$ cat src/rtl/bitonic_serializer_pkg.sv
// Shared constants and FSM encoding for the bitonic vector serializer.
package bitonic_serializer_pkg;

    localparam int unsigned NUM_DEF = 4;
    localparam int unsigned W_DEF   = 16;

    typedef enum logic {
        IDLE = 1'b0,
        SEND = 1'b1
    } state_t;

endpackage

$ cat src/rtl/bitonic_serializer.sv
// Captures one sorted vector of NUM records and emits it one record per
// output transfer, ascending or descending, with a valid/ready handshake.
module bitonic_serializer
    import bitonic_serializer_pkg::*;
#(
    parameter int unsigned NUM = NUM_DEF,
    parameter int unsigned W   = W_DEF
) (
    input  logic                     clk,
    input  logic                     rst,
    input  logic                     in_valid,
    output logic                     in_ready,
    input  logic [NUM*W-1:0]         in_data,
    input  logic                     in_reverse,
    output logic                     out_valid,
    input  logic                     out_ready,
    output logic [W-1:0]             out_data,
    output logic [$clog2(NUM)-1:0]   out_idx,
    output logic                     out_last,
    output logic                     busy
);

    localparam int unsigned IDXW = $clog2(NUM);

    state_t             r_state;
    logic [NUM*W-1:0]   r_hold;
    logic               r_rev;
    logic [IDXW-1:0]    r_cnt;

    logic               w_out_valid;
    logic               w_last;
    logic               w_in_ready;
    logic               w_in_xfer;
    logic               w_out_xfer;
    logic [IDXW-1:0]    w_sel;
    logic [W-1:0]       w_rec;

    assign w_out_valid = (r_state == SEND);
    assign w_last      = w_out_valid && (r_cnt == IDXW'(NUM - 1));
    // A new vector may enter in the same cycle the last record leaves.
    assign w_in_ready  = !w_out_valid || (w_last && out_ready);
    assign w_in_xfer   = in_valid && w_in_ready;
    assign w_out_xfer  = w_out_valid && out_ready;

    // Record select: position cnt counted from the low or the high end.
    assign w_sel = r_rev ? (IDXW'(NUM - 1) - r_cnt) : r_cnt;

    always_comb begin
        w_rec = '0;
        for (int unsigned i = 0; i < NUM; i++) begin
            if (w_sel == IDXW'(i)) begin
                w_rec = r_hold[i*W +: W];
            end
        end
    end

    always_ff @(posedge clk or negedge rst) begin
        if (!rst) begin
            r_state <= IDLE;
            r_hold  <= '0;
            r_rev   <= 1'b0;
            r_cnt   <= '0;
        end else if (w_in_xfer) begin
            r_state <= SEND;
            r_hold  <= in_data;
            r_rev   <= in_reverse;
            r_cnt   <= '0;
        end else if (w_out_xfer) begin
            // cnt parks on the final index until the next capture reloads it.
            if (w_last) begin
                r_state <= IDLE;
            end else begin
                r_cnt <= r_cnt + IDXW'(1);
            end
        end
    end

    assign in_ready  = w_in_ready;
    assign out_valid = w_out_valid;
    assign out_data  = w_rec;
    assign out_idx   = r_cnt;
    assign out_last  = w_last;
    assign busy      = w_out_valid;

endmodule

$ cat config.mk
export PLATFORM = sky130hd
export DESIGN_NAME = bitonic_serializer
export DESIGN_NICKNAME = d
export VERILOG_FILES = /design/src/rtl/bitonic_serializer_pkg.sv /design/src/rtl/bitonic_serializer.sv
export SDC_FILE = /design/constraint.sdc
export NUM_CORES = 1
export LEC_CHECK = 0
export CAP_MARGIN = 5
export CORE_MARGIN = 2
export CORE_UTILIZATION = 29
export DETAILED_ROUTE_END_ITERATION = 16
export PLACE_DENSITY_LB_ADDON = 0.08
export SYNTH_ARGS = -nofsm -noshare
export SYNTH_HDL_FRONTEND = slang
export SYNTH_SLANG_ARGS = --single-unit
$ cat constraint.sdc
create_clock -name clk -period 4.65 [get_ports clk]
set_clock_uncertainty 0.05 [all_clocks]
set_input_delay 0.465 -clock clk [delete_from_list [all_inputs] [get_ports clk]]
set_output_delay 0.465 -clock clk [all_outputs]
set_load 0.1 [all_outputs]
==> metrics.txt, run 1 <==
status=completed; clock slew at reported path FFs=0.08 ns; fmax=260 MHz; Cell Chain, Critical Path=xor2_2, buf_4, mux4_1, clkdlybuf4s50_1; reg-to-reg endpoint=r_hold[22]$_DFFE_PN0P_; CP Data Arrival Time=3.33 ns; post_cts resized=0; max-slew violations=0; Max FO, Critical Path=9; simple-gate share of the synthesized area=0.781%; vias per cell=4.45; Clock Latency Late Sink=0.34 ns; drt total wl=6.65 mm; r2r startpoint=out_idx[0]$_DFFE_PN0P_; Routed Antenna Nets=0; Seq/Total Area, Yosys=55.9%; Syn. warnings=0; GRT Total Usage=12.6%; Synth cell types=18; worst-margin pin slew=0.978 ns; Syn Inst Count=175; worst r2r path cells=5; IO Count=91; # H-tree levels=3; Die Span Y=106 um; max incr delay on CP=0.98 ns; Util after Layout=41.0%; XOR/XNOR Fraction of Synth Area=0.822%; routed len/inst=16.2 um; Netlist Area Pre-Place=3040 um^2; Placement Rows=37; fin crit period=3.85 ns; final instance area=4220 um^2; compound-gate portion of the synthesized area=1.27%; Adder-Cell Fraction of Synth Area=0.411%; largest family of logic cells by synthesized area=multiplexers; area of placed instances=4070 um^2; CTS max path bufs=2; top cell type's share of synthesized area=55.9%; Final Cycle Share=82.7%; drt pass-1 iters=3; Hold Path Class=primary input to asynchronous set/reset pin; R2R Setup Slk=2.01 ns; post-synthesis mux area share=38.2%; grt peak-use layer=met2; share of layout cells above drive strength 1=33.6%; core area=10300 um^2; vias in the first global route=1961; M3 GR Usage=2.58%; met2 Use GR=18.3%; Syn-to-layout area delta=38.5%; DP HPWL=4.65 mm; post-synth top area cell=dfrtp_1; CTS Buf Count=9; Syn Area/Cell=17.4 um^2; cts hold-fix bufs=0; met1 Usage GRT=17.9%; fin nets=340; hold slack=0.161 ns; largest net degree at the start of global routing=41; Crit. End Element=primary output; CTS tree=built; WS Path Type=flip-flop to primary output; max-cap check violation count=0; Final GP Congestion=0.688; antenna violations before repair=0; Antenna diodes=0; Post-Syn Nets=245; Slew HR=34.6%; Die Wd=106 um; post-CTS setup buffer count=0; Initial Utilization=29.6%; via count=1824; Iter 0 DRT Violations=15; #FFs+latches synth=68; final hold vios=0; root buf cell=clkbuf_8; number of buffers added on ports=90; critical path's slowest cell=clkdlybuf4s50_1; Setup TNS=0 ns; required time at the endpoint of the critical path=4.14 ns; Final setup viols=0; global-route wire length before repair=10.7 mm; RSZ-0062 raised after global routing=false; top post-synthesis cells by area=dfrtp_1, mux2_2, mux4_1; DRC Markers=0; clk sinks=68; Critical Path Source Type=flip-flop; area of the die=11300 um^2; GR Overflow Total=0
==> registers in the layout, indices dropped and copies added (netlist names) <==
name and cells:
busy 1, r_hold 64, out_idx 2, r_rev 1
==> worst max-delay path: cells and delay by family, from the launching register on <==
kind	cells	cell delay, ns
buffers and inverters	2	1.31
XOR/XNOR	1	0.63
multiplexers	1	0.58
flip-flops	1	0.47
==> final cells by class <==
cell class	instances	area [um^2]
Clock buffer	12	135
Clock inverter	3	15.0
Fill cell	981	6060
Inverter	2	7.51
Multi-Input combinational cell	95	1270
Sequential cell	68	1700
Tap cell	136	170
Timing Repair Buffer	94	913
==> cells in the final DEF (no fill, tap or decap) <==
| cell | count |
|---|---|
| a21bo_2 | 1 |
| a21oi_1 | 1 |
| a22o_1 | 2 |
| and2_1 | 1 |
| buf_2 | 1 |
| buf_4 | 9 |
| clkbuf_1 | 3 |
| clkbuf_8 | 9 |
| clkdlybuf4s50_1 | 84 |
| clkinv_2 | 3 |
| dfrtp_1 | 68 |
| ha_1 | 1 |
| inv_1 | 2 |
| mux2_2 | 66 |
| mux4_1 | 16 |
| nand2_1 | 1 |
| nand2_2 | 1 |
| nand2b_1 | 1 |
| nor2_1 | 1 |
| o22ai_1 | 1 |
| xor2_2 | 2 |
==> cell usage after synthesis, drive strengths merged <==
cell type,instances
mux4,16
a21bo,1
nor2,1
nand2b,1
o22ai,1
dfrtp,68
inv,2
a21oi,1
ha,1
a22o,2
xor2,2
nand2,2
mux2,66
buf,10
and2,1
==> metal layers <==
layer	wire (um)	share of wire, %
met2	3020	45
met4	116	1.7
met3	313	4.7
met5	0	0
met1	3200	48
==> logic make-up (layout without fill, tap and decap cells) <==
family / Yosys count / count (layout)
AOI/OAI and AO/OA: 5 / 5
xor gates and xnor gates: 2 / 2
adders and majority gates: 1 / 1
buffers and inverters: 12 / 111
DFF: 68 / 68
muxes: 82 / 82
and+or+nand+nor: 5 / 5
==> worst max path at each step <==
stage,startpoint,cells after the start,end
after global routing,out_idx[0]$_DFFE_PN0P_,4,out_data[4]
after floorplan,out_idx[0]$_DFFE_PN0P_,3,out_data[10]
final,out_idx[0]$_DFFE_PN0P_,4,out_data[7]
after detailed placement,out_idx[0]$_DFFE_PN0P_,4,out_data[8]
after CTS,out_idx[0]$_DFFE_PN0P_,4,out_data[7]
after global placement,out_idx[0]$_DFFE_PN0P_,4,out_data[11]
==> stage by stage <==
stage                     setup WS [ns]  std cells
after detailed placement           1.12        395
after floorplan                    1.53        175
after global placement             1.21        395
after CTS                         0.748        410
final                             0.804        410
after global routing              0.681        410
Power of run 1 is not shown: default switching activity piles up to over one toggle a cycle in this logic, so the estimate is an artifact.
==> inputs of run 2 (changes only) <==
==> constraint.sdc (replaced) <==
create_clock -name clk -period 3.7 [get_ports clk]
set_clock_uncertainty 0.05 [all_clocks]
set_input_delay 0.37 -clock clk [delete_from_list [all_inputs] [get_ports clk]]
set_output_delay 0.37 -clock clk [all_outputs]
set_load 0.1 [all_outputs]
==> metrics.txt, run 2 (synthesized netlist as in run 1, its figures left out) <==
Initial Utilization=29.6%; area of the die=11300 um^2; Storage cell area=1700 um^2; Final Cycle Share=74.4%; Crit. End Element=primary output; met1 Usage GRT=16.0%; GR Overflow Total=0; Antenna diodes=0; max incr delay on CP=1.12 ns; Setup TNS=0 ns; antenna violations before repair=0; post_cts resized=0; multi-input logic area=1270 um^2; Top reg by flops=r_hold; CP top delay family=buffers and inverters; CP Data Arrival Time=2.33 ns; global-route wire length before repair=10.3 mm; fmax=363 MHz; worst-margin pin slew=0.974 ns; final instance area=4220 um^2; GRT Total Usage=12.2%; largest net degree at the start of global routing=44; fin nets=342; final hold vios=0; Syn-to-layout area delta=38.7%; IO Count=91; share of layout cells above drive strength 1=38.4%; Final GP Congestion=0.660; status=completed; Iter 0 DRT Violations=41; most common cell after layout, fill and taps aside=clkdlybuf4s50_1; pre-CTS WS=1.30 ns; routed len/inst=15.7 um; root buf cell=clkbuf_8; Routed Antenna Nets=0; clk sinks=68; CTS Buf Count=9; RSZ-0062 raised after global routing=false; Slew HR=34.8%; critical path's slowest cell=clkdlybuf4s50_1; CP Buf/Inv Count=1; drt pass-1 iters=4; commonest cells after routing, fill and taps aside=clkdlybuf4s50_1, dfrtp_1, mux2_2; Placement Rows=37; fill count=1007; post-CTS setup buffer count=0; Final setup viols=0; Clock Latency Late Sink=0.33 ns; Die Wd=106 um; clock slew at reported path FFs=0.07 ns; DP HPWL=4.53 mm; M3 GR Usage=4.60%; fin crit period=2.75 ns; number of buffers added on ports=90; core area=10300 um^2; Die Span Y=106 um; post-route setup slack=0.947 ns; met2 Use GR=18.7%; max-cap check violation count=0; area of placed instances=4040 um^2; Critical Path Source Type=flip-flop; WS Path Type=flip-flop to primary output; required time at the endpoint of the critical path=3.28 ns; grt peak-use layer=met2; via count=1830; Max FO, Critical Path=6; vias in the first global route=1963; # H-tree levels=3; Cell Chain, Critical Path=ha_1, and2_1, clkdlybuf4s50_1; Hold Path Class=flip-flop to flip-flop; max reg flops=64; CTS tree=built; DRC Markers=0; max-slew violations=0; CTS max path bufs=2; drt total wl=6.49 mm; vias per cell=4.44
[run 2: final cells by class]
class	count	area share (%)
repair buffers	96	21.3
clock buffers	13	3.76
clock inverters	2	0.237
multi-input cells	95	30.2
inverters	2	0.178
flip-flops and latches	68	40.3
well taps	136	4.03
[run 2: layer usage]
layer  vias up  wire (um)
li1        854          -
met3         8        345
met1       916       3030
met4         0         82
met5         -          0
met2        52       3030
[run 2: what timing repair did]
item | in CTS | in global routing
endpoints found under the setup margin | 0 | 0
hold endpoints to repair | 17 | 0
hold buffers | 1 | 0
[run 2: path summary, 6_finish.rpt]
kind / from / slack (ns) / to / depth (start not counted)
worst max register to register: out_idx[0]$_DFFE_PN0P_ / 1.64 / r_hold[56]$_DFFE_PN0P_ / 5
max in group asynchronous: rst / 2.11 / r_hold[2]$_DFFE_PN0P_ / 3
worst min register to register: r_hold[20]$_DFFE_PN0P_ / 0.45 / r_hold[20]$_DFFE_PN0P_ / 1
min in group asynchronous: rst / 0.51 / out_idx[0]$_DFFE_PN0P_ / 2
worst min-delay path: r_hold[20]$_DFFE_PN0P_ / 0.45 / r_hold[20]$_DFFE_PN0P_ / 1
worst max-delay path: out_idx[0]$_DFFE_PN0P_ / 0.95 / out_last / 3
[run 2: per-stage QoR]
| step | util (%) | hold WS, ns | instances |
|---|---|---|---|
| after floorplan | - | 0.0244 | 175 |
| after global placement | 39.3 | 0.367 | 396 |
| after detailed placement | 39.3 | 0.361 | 396 |
| after CTS | 41.1 | 0.449 | 412 |
| after global routing | 41.1 | 0.463 | 412 |
| final | 41.1 | 0.445 | 412 |
Power of run 2 is left out for the same reason.
==> patch: new RTL, config.mk and constraints of run 1 <==
Set the package constant `NUM_DEF` to 2 (it was 4).
--- a/src/rtl/bitonic_serializer_pkg.sv
+++ b/src/rtl/bitonic_serializer_pkg.sv
@@ -1,7 +1,7 @@
 // Shared constants and FSM encoding for the bitonic vector serializer.
 package bitonic_serializer_pkg;
 
-    localparam int unsigned NUM_DEF = 4;
+    localparam int unsigned NUM_DEF = 2;
     localparam int unsigned W_DEF   = 16;
 
     typedef enum logic {
Interface: changed (resized in_data and out_idx); port bits go from 91 to 58. The function was not compared with the original's and may differ.
==> patch against run 1 <==
  * Synthesized area shrank 44%
  * Design area is 43% lower
  * Routed wire length shrank 51%
  * Setup slack improved by 0.38 ns
  * Fmax increased by 11%
  * Sequential cell count decreased by 33
  * Core utilization is 1.7 points higher
Power is left out: the tool's default activity adds up to more than one toggle a clock period on the data nets, which glitch-free logic cannot reach.
==> patch: results (changes against run 1) <==
Number of flip-flops in the largest register: 32 (was 64)
Vias in the first global route: 1083 (was 1961)
Clock transition at path regs: 0.06 ns (was 0.08 ns)
Status: complete, no violations (unchanged)
Top cells by area, synth: dfrtp_1, mux2_4, mux2_2 (was dfrtp_1, mux2_2, mux4_1)
Share of cells above drive strength 1: 43.13% (was 33.58%)
CP arrival: 2.95 ns (was 3.33 ns)
Avg WL per Cell: 14.12 um (was 16.23 um)
Cell family with most CP delay: buffers and inverters (unchanged)
Inserted Clock Buffers: 5 (was 9)
Synth top cells by count: mux2_4, dfrtp_1, mux2_2 (was dfrtp_1, mux2_2, mux4_1)
Synth warnings: 0 (unchanged)
Initial DRT Pass Iterations: 2 (was 3)
Dpl ws: 1.395 ns (was 1.118 ns)
Syn nets: 136 (was 245)
CP max FO: 12 (was 9)
Largest net degree at the start of global routing: 36 (was 41)
CTS resizes: 0 (unchanged)
Synth Flop Type: dfrtp_1 (unchanged)
DP HPWL: 2225 um (was 4652 um)
# H-tree levels: 2 (was 3)
Largest Register: r_hold (unchanged)
Total GRT Usage: 10.88% (was 12.56%)
# Post-CTS Setup Buffers: 0 (unchanged)
Final nets: 196 (was 340)
Worst-skew pair later-pin latency: 0.28 ns (was 0.34 ns)
Sequential share of the synthesized area: 51.28% (was 55.90%)
Hold Buf Count CTS: 0 (unchanged)
IO Port Bufs: 57 (was 90)
Vias per inst: 4.250 (was 4.449)
GP Congestion: 0.6337 (was 0.6875)
Kind of critical path: flop to primary output (unchanged)
DR iter-0 viols: 19 (was 15)
Worst path slowest cell: clkdlybuf4s50_1 (unchanged)
Crit path from: out_idx (was out_idx[0])
Worst-margin pin slew: 0.9792 ns (was 0.9777 ns)
First-pass GRT wire length: 5202 um (was 10660 um)
Reg2Reg Depth: 3 (was 5)
Library cells used by synthesis: 13 (was 18)
Slowest stage delay, CP: 1.13 ns (was 0.98 ns)
## patch: cell count changes after synthesis, sizes merged, moves of 2 or more
| cell | delta |
|---|---|
| mux4 | -16 |
| o21ai | +2 |
| a22o | -2 |
| mux2 | -17 |
| dfrtp | -33 |
| buf | -5 |
| xor2 | -2 |
## patch: cell type report
cell class	count	area [um2]
fillers	559	3209
clock buffers	8	100.1
well taps	72	90.09
inverters	1	3.754
repair buffers	58	553.0
multi-input cells	58	775.7
flip-flops and latches	35	875.8
## patch: logic make-up (layout without fill, tap and decap cells)
family,Yosys count,count (layout),share of synthesized area (%)
AOI/OAI and AO/OA,3,3,1.539
xor gates and xnor gates,1,1,0.9526
buffers and inverters,6,67,3.296
DFF,35,35,51.28
muxes,49,49,41.10
and+or+nand+nor,5,5,1.832
## patch: worst reg2reg max path, stage by stage, from the launching register on
cell,delay [ns]
dfrtp_1,0.46
a21bo_4,0.26
nand2_4,0.45
mux2_2,0.43
## patch: stage by stage
step	instance area, um2	cells
4_1_cts	2399	232
3_5_place_dp	2298	224
2_1_floorplan	1708	99
5_1_grt	2399	232
6_report	2399	232
3_3_place_gp	2298	224
## patch: metal layers
metal | global-route usage (%) | wire length [um] | up-vias
met2 | 16.67 | 1520 | 39
li1 | - | - | 465
met3 | 4.444 | 258 | 7
met1 | 13.61 | 1445 | 475
met5 | 0 | 0 | -
met4 | 4.576 | 51 | 0
## patch: worst paths after layout
kind | slack (ns) | end
min | 0.22 | r_hold[18]
min reg2reg | 0.46 | r_hold[8]
max reg2reg | 2.89 | r_hold[9]
max in group asynchronous | 3.83 | r_hold[6]
min in group clk | 0.46 | r_hold[8]
max | 1.18 | out_data[3]
